$ cat config.mk
export PLATFORM = sky130hd
export DESIGN_NAME = usb_rw_ctrl_flat
export DESIGN_NICKNAME = d
export VERILOG_FILES = /design/src/rtl/usb_rw_ctrl_if.sv /design/src/rtl/usb_rw_ctrl.sv /design/src/flat_wrapper.sv
export SDC_FILE = /design/constraint.sdc
export NUM_CORES = 1
export LEC_CHECK = 0
export ABC_AREA = 0
export CORE_ASPECT_RATIO = 1.4
export CORE_MARGIN = 3
export CORE_UTILIZATION = 40
export DETAILED_ROUTE_END_ITERATION = 12
export PLACE_DENSITY = 0.76
export SLEW_MARGIN = 5
export SYNTH_ARGS = -nofsm -noshare
export SYNTH_HDL_FRONTEND = slang
export SYNTH_SLANG_ARGS = --single-unit
$ cat constraint.sdc
create_clock -name clk -period 2.9 [get_ports clk]
set_input_delay 0.58 -clock clk [delete_from_list [all_inputs] [get_ports clk]]
set_output_delay 0.58 -clock clk [all_outputs]
set_load 0.01 [all_outputs]
$ cat src/rtl/usb_rw_ctrl_if.sv
// Request/response and transaction-engine signal bundle for usb_rw_ctrl.
interface usb_rw_ctrl_if;
    localparam int unsigned ADDR_W = 16;
    localparam int unsigned DATA_W = 64;
    localparam int unsigned DEV_W  = 7;
    localparam int unsigned ENDP_W = 4;

    // task-level request / response
    logic              req_valid;
    logic              req_ready;
    logic              req_write;
    logic [ADDR_W-1:0] req_addr;
    logic [DATA_W-1:0] req_wdata;
    logic              rsp_valid;
    logic              rsp_success;
    logic [DATA_W-1:0] rsp_rdata;

    // transaction engine
    logic              txn_start;
    logic              txn_is_in;
    logic [DEV_W-1:0]  txn_dev;
    logic [ENDP_W-1:0] txn_endp;
    logic [DATA_W-1:0] txn_wdata;
    logic              txn_done;
    logic              txn_ok;
    logic [DATA_W-1:0] txn_rdata;

    // sequencer side
    modport slave (
        input  req_valid, req_write, req_addr, req_wdata,
        input  txn_done, txn_ok, txn_rdata,
        output req_ready, rsp_valid, rsp_success, rsp_rdata,
        output txn_start, txn_is_in, txn_dev, txn_endp, txn_wdata
    );

    // requester + engine side
    modport master (
        output req_valid, req_write, req_addr, req_wdata,
        output txn_done, txn_ok, txn_rdata,
        input  req_ready, rsp_valid, rsp_success, rsp_rdata,
        input  txn_start, txn_is_in, txn_dev, txn_endp, txn_wdata
    );
endinterface

$ cat src/rtl/usb_rw_ctrl.sv
// Host-side USB memory-access sequencer: one request becomes an address
// transaction followed by a data transaction, each with its own retry budget
// and a per-attempt watchdog, ending in a single success/fail response.
module usb_rw_ctrl #(
    parameter logic [6:0]  DEV_ADDR  = 7'd5,
    parameter logic [3:0]  ADDR_ENDP = 4'd4,
    parameter logic [3:0]  DATA_ENDP = 4'd8,
    parameter int unsigned MAX_TRIES = 8,
    parameter int unsigned TIMEOUT   = 255
) (
    input  logic         clk,
    input  logic         rst_L,
    usb_rw_ctrl_if.slave bus
);
    localparam int unsigned ADDR_W = 16;
    localparam int unsigned DATA_W = 64;
    localparam int unsigned ENDP_W = 4;
    localparam int unsigned TRY_W  = 4;
    localparam int unsigned WDOG_W = 8;

    typedef enum logic [2:0] {
        S_IDLE,
        S_A_ISSUE,
        S_A_WAIT,
        S_D_ISSUE,
        S_D_WAIT,
        S_RESP
    } state_e;

    state_e              state_q, state_d;
    logic                write_q, write_d;
    logic [ADDR_W-1:0]   addr_q, addr_d;
    logic [DATA_W-1:0]   wdata_q, wdata_d;
    logic [TRY_W-1:0]    tries_q, tries_d;
    logic [WDOG_W-1:0]   wdog_q, wdog_d;

    logic                req_ready_q, req_ready_d;
    logic                rsp_valid_q, rsp_valid_d;
    logic                rsp_success_q, rsp_success_d;
    logic [DATA_W-1:0]   rsp_rdata_q, rsp_rdata_d;
    logic                txn_start_q, txn_start_d;
    logic                txn_is_in_q, txn_is_in_d;
    logic [ENDP_W-1:0]   txn_endp_q, txn_endp_d;
    logic [DATA_W-1:0]   txn_wdata_q, txn_wdata_d;

    logic                attempt_ok_c;
    logic                attempt_fail_c;
    logic                budget_spent_c;

    // Attempt outcome: a completion pulse takes priority over watchdog expiry.
    always_comb begin
        attempt_ok_c   = bus.txn_done && bus.txn_ok;
        attempt_fail_c = (bus.txn_done && !bus.txn_ok) ||
                         (!bus.txn_done && (wdog_q <= WDOG_W'(1)));
        budget_spent_c = (tries_q >= TRY_W'(MAX_TRIES));
    end

    // Next-state logic; outputs are registered from the next state so they
    // line up with the state they describe.
    always_comb begin
        state_d       = state_q;
        write_d       = write_q;
        addr_d        = addr_q;
        wdata_d       = wdata_q;
        tries_d       = tries_q;
        wdog_d        = wdog_q;
        req_ready_d   = 1'b0;
        rsp_valid_d   = 1'b0;
        rsp_success_d = 1'b0;
        rsp_rdata_d   = '0;
        txn_start_d   = 1'b0;
        txn_is_in_d   = txn_is_in_q;
        txn_endp_d    = txn_endp_q;
        txn_wdata_d   = txn_wdata_q;

        unique case (state_q)
            S_IDLE: begin
                if (bus.req_valid) begin
                    write_d = bus.req_write;
                    addr_d  = bus.req_addr;
                    wdata_d = bus.req_wdata;
                    tries_d = '0;
                    state_d = S_A_ISSUE;
                end
            end

            S_A_ISSUE: begin
                tries_d = tries_q + TRY_W'(1);
                wdog_d  = WDOG_W'(TIMEOUT);
                state_d = S_A_WAIT;
            end

            S_A_WAIT: begin
                if (wdog_q != '0) begin
                    wdog_d = wdog_q - WDOG_W'(1);
                end
                if (attempt_ok_c) begin
                    tries_d = '0;
                    state_d = S_D_ISSUE;
                end else if (attempt_fail_c) begin
                    // an exhausted address phase responds without a data phase
                    state_d = budget_spent_c ? S_RESP : S_A_ISSUE;
                end
            end

            S_D_ISSUE: begin
                tries_d = tries_q + TRY_W'(1);
                wdog_d  = WDOG_W'(TIMEOUT);
                state_d = S_D_WAIT;
            end

            S_D_WAIT: begin
                if (wdog_q != '0) begin
                    wdog_d = wdog_q - WDOG_W'(1);
                end
                if (attempt_ok_c) begin
                    rsp_success_d = 1'b1;
                    rsp_rdata_d   = write_q ? '0 : bus.txn_rdata;
                    state_d       = S_RESP;
                end else if (attempt_fail_c) begin
                    state_d = budget_spent_c ? S_RESP : S_D_ISSUE;
                end
            end

            S_RESP: begin
                state_d = S_IDLE;
            end

            default: begin
                state_d = S_IDLE;
            end
        endcase

        req_ready_d = (state_d == S_IDLE);
        rsp_valid_d = (state_d == S_RESP);
        txn_start_d = (state_d == S_A_ISSUE) || (state_d == S_D_ISSUE);

        // Transaction fields change only on launch and hold through the wait.
        if (state_d == S_A_ISSUE) begin
            txn_is_in_d = 1'b0;
            txn_endp_d  = ADDR_ENDP;
            txn_wdata_d = {{(DATA_W-ADDR_W){1'b0}}, addr_d};
        end else if (state_d == S_D_ISSUE) begin
            txn_is_in_d = !write_d;
            txn_endp_d  = DATA_ENDP;
            txn_wdata_d = write_d ? wdata_d : '0;
        end
    end

    // State and output registers.
    always_ff @(posedge clk or negedge rst_L) begin
        if (!rst_L) begin
            state_q       <= S_IDLE;
            write_q       <= 1'b0;
            addr_q        <= '0;
            wdata_q       <= '0;
            tries_q       <= '0;
            wdog_q        <= '0;
            req_ready_q   <= 1'b1;
            rsp_valid_q   <= 1'b0;
            rsp_success_q <= 1'b0;
            rsp_rdata_q   <= '0;
            txn_start_q   <= 1'b0;
            txn_is_in_q   <= 1'b0;
            txn_endp_q    <= '0;
            txn_wdata_q   <= '0;
        end else begin
            state_q       <= state_d;
            write_q       <= write_d;
            addr_q        <= addr_d;
            wdata_q       <= wdata_d;
            tries_q       <= tries_d;
            wdog_q        <= wdog_d;
            req_ready_q   <= req_ready_d;
            rsp_valid_q   <= rsp_valid_d;
            rsp_success_q <= rsp_success_d;
            rsp_rdata_q   <= rsp_rdata_d;
            txn_start_q   <= txn_start_d;
            txn_is_in_q   <= txn_is_in_d;
            txn_endp_q    <= txn_endp_d;
            txn_wdata_q   <= txn_wdata_d;
        end
    end

    assign bus.req_ready   = req_ready_q;
    assign bus.rsp_valid   = rsp_valid_q;
    assign bus.rsp_success = rsp_success_q;
    assign bus.rsp_rdata   = rsp_rdata_q;
    assign bus.txn_start   = txn_start_q;
    assign bus.txn_is_in   = txn_is_in_q;
    assign bus.txn_dev     = DEV_ADDR;
    assign bus.txn_endp    = txn_endp_q;
    assign bus.txn_wdata   = txn_wdata_q;
endmodule

$ cat src/flat_wrapper.sv
// flat-port wrapper written by rule: the top's interface ports become plain ports
module usb_rw_ctrl_flat 
#(
    parameter logic [6:0]  DEV_ADDR  = 7'd5,
    parameter logic [3:0]  ADDR_ENDP = 4'd4,
    parameter logic [3:0]  DATA_ENDP = 4'd8,
    parameter int unsigned MAX_TRIES = 8,
    parameter int unsigned TIMEOUT   = 255
)
  (clk, rst_L, bus_req_valid, bus_req_write, bus_req_addr, bus_req_wdata, bus_txn_done, bus_txn_ok, bus_txn_rdata, bus_req_ready, bus_rsp_valid, bus_rsp_success, bus_rsp_rdata, bus_txn_start, bus_txn_is_in, bus_txn_dev, bus_txn_endp, bus_txn_wdata);
  usb_rw_ctrl_if bus_i ();
  input  logic clk;
  input  logic rst_L;
  input wire logic [$bits(bus_i.req_valid)-1:0] bus_req_valid;
  input wire logic [$bits(bus_i.req_write)-1:0] bus_req_write;
  input wire logic [$bits(bus_i.req_addr)-1:0] bus_req_addr;
  input wire logic [$bits(bus_i.req_wdata)-1:0] bus_req_wdata;
  input wire logic [$bits(bus_i.txn_done)-1:0] bus_txn_done;
  input wire logic [$bits(bus_i.txn_ok)-1:0] bus_txn_ok;
  input wire logic [$bits(bus_i.txn_rdata)-1:0] bus_txn_rdata;
  output wire logic [$bits(bus_i.req_ready)-1:0] bus_req_ready;
  output wire logic [$bits(bus_i.rsp_valid)-1:0] bus_rsp_valid;
  output wire logic [$bits(bus_i.rsp_success)-1:0] bus_rsp_success;
  output wire logic [$bits(bus_i.rsp_rdata)-1:0] bus_rsp_rdata;
  output wire logic [$bits(bus_i.txn_start)-1:0] bus_txn_start;
  output wire logic [$bits(bus_i.txn_is_in)-1:0] bus_txn_is_in;
  output wire logic [$bits(bus_i.txn_dev)-1:0] bus_txn_dev;
  output wire logic [$bits(bus_i.txn_endp)-1:0] bus_txn_endp;
  output wire logic [$bits(bus_i.txn_wdata)-1:0] bus_txn_wdata;
  assign bus_i.req_valid = bus_req_valid;
  assign bus_i.req_write = bus_req_write;
  assign bus_i.req_addr = bus_req_addr;
  assign bus_i.req_wdata = bus_req_wdata;
  assign bus_i.txn_done = bus_txn_done;
  assign bus_i.txn_ok = bus_txn_ok;
  assign bus_i.txn_rdata = bus_txn_rdata;
  assign bus_req_ready = bus_i.req_ready;
  assign bus_rsp_valid = bus_i.rsp_valid;
  assign bus_rsp_success = bus_i.rsp_success;
  assign bus_rsp_rdata = bus_i.rsp_rdata;
  assign bus_txn_start = bus_i.txn_start;
  assign bus_txn_is_in = bus_i.txn_is_in;
  assign bus_txn_dev = bus_i.txn_dev;
  assign bus_txn_endp = bus_i.txn_endp;
  assign bus_txn_wdata = bus_i.txn_wdata;
  usb_rw_ctrl #(.DEV_ADDR(DEV_ADDR), .ADDR_ENDP(ADDR_ENDP), .DATA_ENDP(DATA_ENDP), .MAX_TRIES(MAX_TRIES), .TIMEOUT(TIMEOUT)) u_core (.clk(clk), .rst_L(rst_L), .bus(bus_i));
endmodule
---- After elaboration in Yosys (flattened, before gate mapping) ----
Cells that the tools add are included.
cells by class
  $add $sub $neg .......................... 2
  $lt $le $gt $ge ......................... 2
  equal/unequal tests ..................... 10
  mux-type cells .......................... 31
  reduce and logical (&&, ||, !) cells .... 18
operators by type and width
  kind                                                                              count
  64-bit 2-to-1 mux                                                                 8
  16-bit 2-to-1 mux                                                                 2
  3-bit 2-to-1 mux                                                                  7
  4-bit 2-to-1 mux                                                                  4
  8-bit one-hot mux with 2 select lines                                             1
  3-bit one-hot mux with 5 select lines                                             1
  4-bit one-hot mux with 3 select lines                                             1
  3-bit by 2-bit equality test with 1-bit output, second input constant             3
  8-bit by 1-bit less-or-equal comparator with 1-bit output, second input constant  1
  8-bit 2-to-1 mux                                                                  1
  8-bit nonzero test                                                                1
  8-bit by 1-bit subtractor with 8-bit output, second input constant                1
  3-bit by 1-bit equality test with 1-bit output, second input constant             2
  3-bit equality test, second input constant                                        2
  3-bit zero test                                                                   2
  1-bit 2-to-1 mux                                                                  6
  4-bit by 1-bit adder with 4-bit output, second input constant                     1
  4-bit greater-or-equal comparator, second input constant                          1
  2-bit by 1-bit != test with 1-bit output, second input constant                   2
  2-bit nonzero test                                                                2
  2-bit OR reduction                                                                2
  1-bit logical AND                                                                 3
  1-bit zero test                                                                   3
  3-bit AND reduction                                                               1
  4 further kinds                                                                   5
storage, ports and cells
  register bits after elaboration ......... 233
  input port bits ......................... 150

---- Longest topological paths before layout ----
  word-level depth ........................ 9
  depth in mapped cells ................... 10

---- Least setup slack after synthesis ----
Ideal clock, no wire load.
  kind .................................... input to register
  from .................................... input port bus_txn_ok
  to ...................................... register u_core.txn_wdata_q[43], in the netlist u_core.bus.txn_wdata[43]
  setup time .............................. 0.075 ns
  data arrival time ....................... 2.090 ns
  slack ................................... 0.735 ns
  stages on the path ...................... 7
  buffers on the path ..................... 2
  path through ............................ or4b_1 -> o211a_2 -> o32ai_4 -> nand3_2 -> buf_6 -> buf_6 -> o2bb2ai_2
between the ends
  word-level cells in the longest chain between the ends .. 8
  elaborated cells on any way between the ends .. 13
RTL lines
  item                                                                                                              RTL line                                RTL
  from (decl)                                                                                                       flat_wrapper.sv:19                      input wire logic [$bits(bus_i.txn_ok)-1:0] bus_txn_ok;
  1-bit zero test                                                                                                   usb_rw_ctrl.sv:53                       attempt_fail_c = (bus.txn_done && !bus.txn_ok) ||
  1-bit logical AND                                                                                                 usb_rw_ctrl.sv:53
  1-bit logical OR                                                                                                  usb_rw_ctrl.sv:53
  3-bit 2-to-1 mux, on equally long branches                                                                        usb_rw_ctrl.sv:120, usb_rw_ctrl.sv:100
  3-bit 2-to-1 mux, on equally long branches                                                                        usb_rw_ctrl.sv:116, usb_rw_ctrl.sv:97
  3-bit one-hot mux with 5 select lines (*)                                                                         usb_rw_ctrl.sv:76                       unique case (state_q)
  3-bit by 1-bit equality test with 1-bit output or 3-bit by 2-bit equality test with 1-bit output (tied branches)  usb_rw_ctrl.sv:139, usb_rw_ctrl.sv:143
  64-bit 2-to-1 mux or 2-bit nonzero test (tied branches)                                                           --
  to (signal assigned)                                                                                              usb_rw_ctrl.sv:181                      txn_wdata_q <= txn_wdata_d;
  to (decl)                                                                                                         usb_rw_ctrl.sv:44                       logic [DATA_W-1:0] txn_wdata_q, txn_wdata_d;
Every way passes the cells marked *; elsewhere a longest branch is shown, timed or not.
A chain may end at the register's enable or synchronous reset.

---- Final worst setup path ----
  from .................................... register u_core.wdog_q[0]
  to ...................................... register u_core.txn_wdata_q[46], in the netlist u_core.bus.txn_wdata[46]
between the ends
  word-level cells in the longest chain between the ends .. 8
  elaborated cells on any way between the ends .. 12
RTL lines
  item                                                                                                              RTL line                                RTL
  from (decl)                                                                                                       usb_rw_ctrl.sv:35                       logic [WDOG_W-1:0] wdog_q, wdog_d;
  from (signal assigned)                                                                                            usb_rw_ctrl.sv:173                      wdog_q <= wdog_d;
  8-bit by 1-bit less-or-equal comparator with 1-bit output (*)                                                     usb_rw_ctrl.sv:54                       (!bus.txn_done && (wdog_q <= WDOG_W'(1)));
  1-bit logical AND (*)                                                                                             usb_rw_ctrl.sv:54
  1-bit logical OR (*)                                                                                              usb_rw_ctrl.sv:53
  3-bit 2-to-1 mux, on equally long branches                                                                        usb_rw_ctrl.sv:120, usb_rw_ctrl.sv:100
  3-bit 2-to-1 mux, on equally long branches                                                                        usb_rw_ctrl.sv:116, usb_rw_ctrl.sv:97
  3-bit one-hot mux with 5 select lines (*)                                                                         usb_rw_ctrl.sv:76
  3-bit by 1-bit equality test with 1-bit output or 3-bit by 2-bit equality test with 1-bit output (tied branches)  usb_rw_ctrl.sv:139, usb_rw_ctrl.sv:143
  64-bit 2-to-1 mux or 2-bit nonzero test (tied branches)                                                           --
Marks and branches as above.

==> impl_metrics.ini <==
[drt]
finalWirelength_mm = 25.35
dr.pass1.iters = 5
wl_per_cell_um = 19.41
drc = 0
dr_total_vias = 6744
vias_per_cell = 5.164
antenna_left = 0
drt-initial-drc-count = 427

[sta]
timing.slew.headroom = 0.4491
fin_crit_ps = 2661
setup_viol = 0
period_share = 0.9174
worst_slew_pin_slew_ps = 826.4
fin_tns_setup_ps = 0
fin_worst_skew_ps = 11.60
finalHoldViolCount = 0
rsz0062_at_grt = false
fmax_mhz = 375.9
maxSlewViolCount = 0

[die]
die_area_um2 = 25380
die_h_um = 187.3
num_io_pins = 294
placementRows = 65
start_util = 0.4109
die_x_um = 135.5
coreArea_um2 = 22850

[synth]
synth-seq-cells = 231
synth_top_flop_cell = dfrtp_1
ys_top_cells_by_count = 230 x dfrtp_1, 81 x mux2_2, 65 x and2_1, 65 x nand4_1, 34 x a31oi_1
synth_seq_area_share = 0.6157
yosys.area.top_type = dfrtp_1
yosysMostFrequentCell = dfrtp_1
synthCells = 709
ys_top_cells_by_area = dfrtp_1 61%, mux2_2 9.7%, and2_1 4.3%, nand4_1 4.3%, o2bb2ai_2 3.2%
yosysWarnings = 0
syn_area_um2 = 9390
synth_edf_count = 0
synth_area_per_cell_um2 = 13.24
synth_cell_types = 49
synth.top_cell.area_share = 0.6129
synth_async_sr_flop_share = 1.000

[power]
ir_drop_v = 0.0005774
power_density_nw_per_um2 = 907.3
p_leak_uw = 0.005524
power.total_uw = 12080

[clock_tree]
cts.htree.levels = 1
cts_buffers = 23
clk_latency_ps = 500
cts_setup_buffers = 0
postCtsHoldBufs = 0
cts.clk_slew.worst_paths_ps = 70
clk_path_buf_depth = 3
clockRootBuffer = clkbuf_16
cts_tree = yes
clock_sinks = 231
cts_resized = 0

[global_route]
gr-usage-all-layers = 0.1983
grt_max_degree = 66
grt_pass1_vias = 7197
antenna_found_initial = 3
overflow = 0
grt_pass1_wl_mm = 40.38

[min_path]
holdCritPathClass = in -> async

[critical_path]
critPathKind = reg -> reg
crit_arrival_ps = 3080
worst-path-max-fanout = 31
cp.required_ps = 3320
r2r_slack_ps = 240
cp-end-kind = flip-flop
startpoint_type = flip-flop

[placement]
place_hpwl_mm = 17.56
gp_congestion = 0.8020
port-buffer-count = 284
place_area_um2 = 12580

[final_layout]
final_util = 0.5828
drive_gt1_frac = 0.1796
stdcell_area_um2 = 13320
areaGrowthSynthToFinish_pct = 41.83
layout.nets = 1141

[run]
max-cap-violations = 0

[outcome]
status = complete, no violations
[per-stage QoR]
stage | hold WS, ps | cells | setup slack, ps
after CTS | 8.745 | 1303 | 240.3
after floorplan | 284.4 | 716 | 734.5
after global routing | 32.86 | 1306 | 34.23
after detailed placement | 476.3 | 1262 | 51.91
after global placement | 467.0 | 1262 | 129.1
final | 4.496 | 1306 | 239.4
[cell families after synthesis]
family,after synthesis,share of synthesized area
adder cells (fa/ha/maj),5,0.006662
multiplexers,83,0.09953
AND/OR/NAND/NOR,183,0.1198
XOR/XNOR,6,0.005596
other,2,0.0007998
AO/OA/AOI/OAI,121,0.1102
flip-flops,231,0.6157
buffers and inverters,78,0.04171
[area by class of cell]
class / instances / area [um^2]
Clock inverter: 8 / 92.59
Fill cell: 1841 / 9535
Multi-Input combinational cell: 407 / 3269
Sequential cell: 231 / 5782
Inverter: 9 / 33.78
Antenna cell: 3 / 7.507
Timing Repair Buffer: 314 / 3123
Clock buffer: 33 / 633.1
Tap cell: 301 / 376.6
[where the power goes]
group / switching, uW / leakage, uW / internal [uW]
combinational: 2470 / 0.00224 / 2140
sequential: 420 / 0.00293 / 4160
clock: 1190 / 0.000355 / 1700
total: 4090 / 0.00552 / 8000
[registers in the layout (all words and copies together) (netlist names), 2 cells and up]
signal / cells
u_core.bus.txn_endp: 2
u_core.state_q: 3
u_core.tries_q: 4
u_core.wdata_q: 64
u_core.bus.rsp_rdata: 64
u_core.bus.txn_wdata: 64
u_core.wdog_q: 8
u_core.addr_q: 16
[routing by layer]
| layer | part of all wire | vias up | GRT usage |
|---|---|---|---|
| met5 | 0 | - | 0 |
| met4 | 0.022 | 0 | 0.06555 |
| met3 | 0.079 | 41 | 0.05436 |
| met2 | 0.52 | 259 | 0.3374 |
| met1 | 0.38 | 3339 | 0.2430 |
| li1 | - | 3105 | - |
[placed cells by master (no fill, tap or decap), types with 7 or more instances in the layout]
| cell type | Yosys | routed |
|---|---|---|
| nor2_1 | 7 | 7 |
| conb_1 | 2 | 9 |
| clkbuf_1 | 29 | 8 |
| nand2_1 | 12 | 12 |
| clkdlybuf4s50_1 | 0 | 283 |
| a31oi_1 | 34 | 34 |
| and2_1 | 65 | 65 |
| mux2_2 | 81 | 81 |
| nand4_1 | 65 | 65 |
| inv_1 | 7 | 7 |
| buf_4 | 12 | 26 |
| clkbuf_16 | 0 | 23 |
| o21ai_0 | 23 | 23 |
| o2bb2ai_2 | 20 | 20 |
| dfrtp_1 | 230 | 230 |
| o2bb2ai_1 | 28 | 28 |
[critical path, cell delays in order, from the launching register on]
cell,delay [ps]
dfrtp_1,420
inv_1,100
ha_1,240
or2_1,190
a31oi_1,130
o31ai_4,690
buf_4,470
nand4_1,190
o2bb2ai_2,150
[path summary, 6_finish.rpt]
check / from / end / cells past startpoint
setup / recovery: u_core.wdog_q[0] / u_core.bus.txn_wdata[46] / 8
setup reg to reg: u_core.wdog_q[0] / u_core.bus.txn_wdata[46] / 8
hold / removal: rst_L / u_core.wdata_q[4] / 1
max in group asynchronous: rst_L / u_core.bus.req_ready / 2
hold reg to reg: u_core.bus.txn_wdata[16] / u_core.bus.txn_wdata[16] / 1
min in group clk: u_core.bus.txn_wdata[16] / u_core.bus.txn_wdata[16] / 1
(Power assumes the default switching activity.)
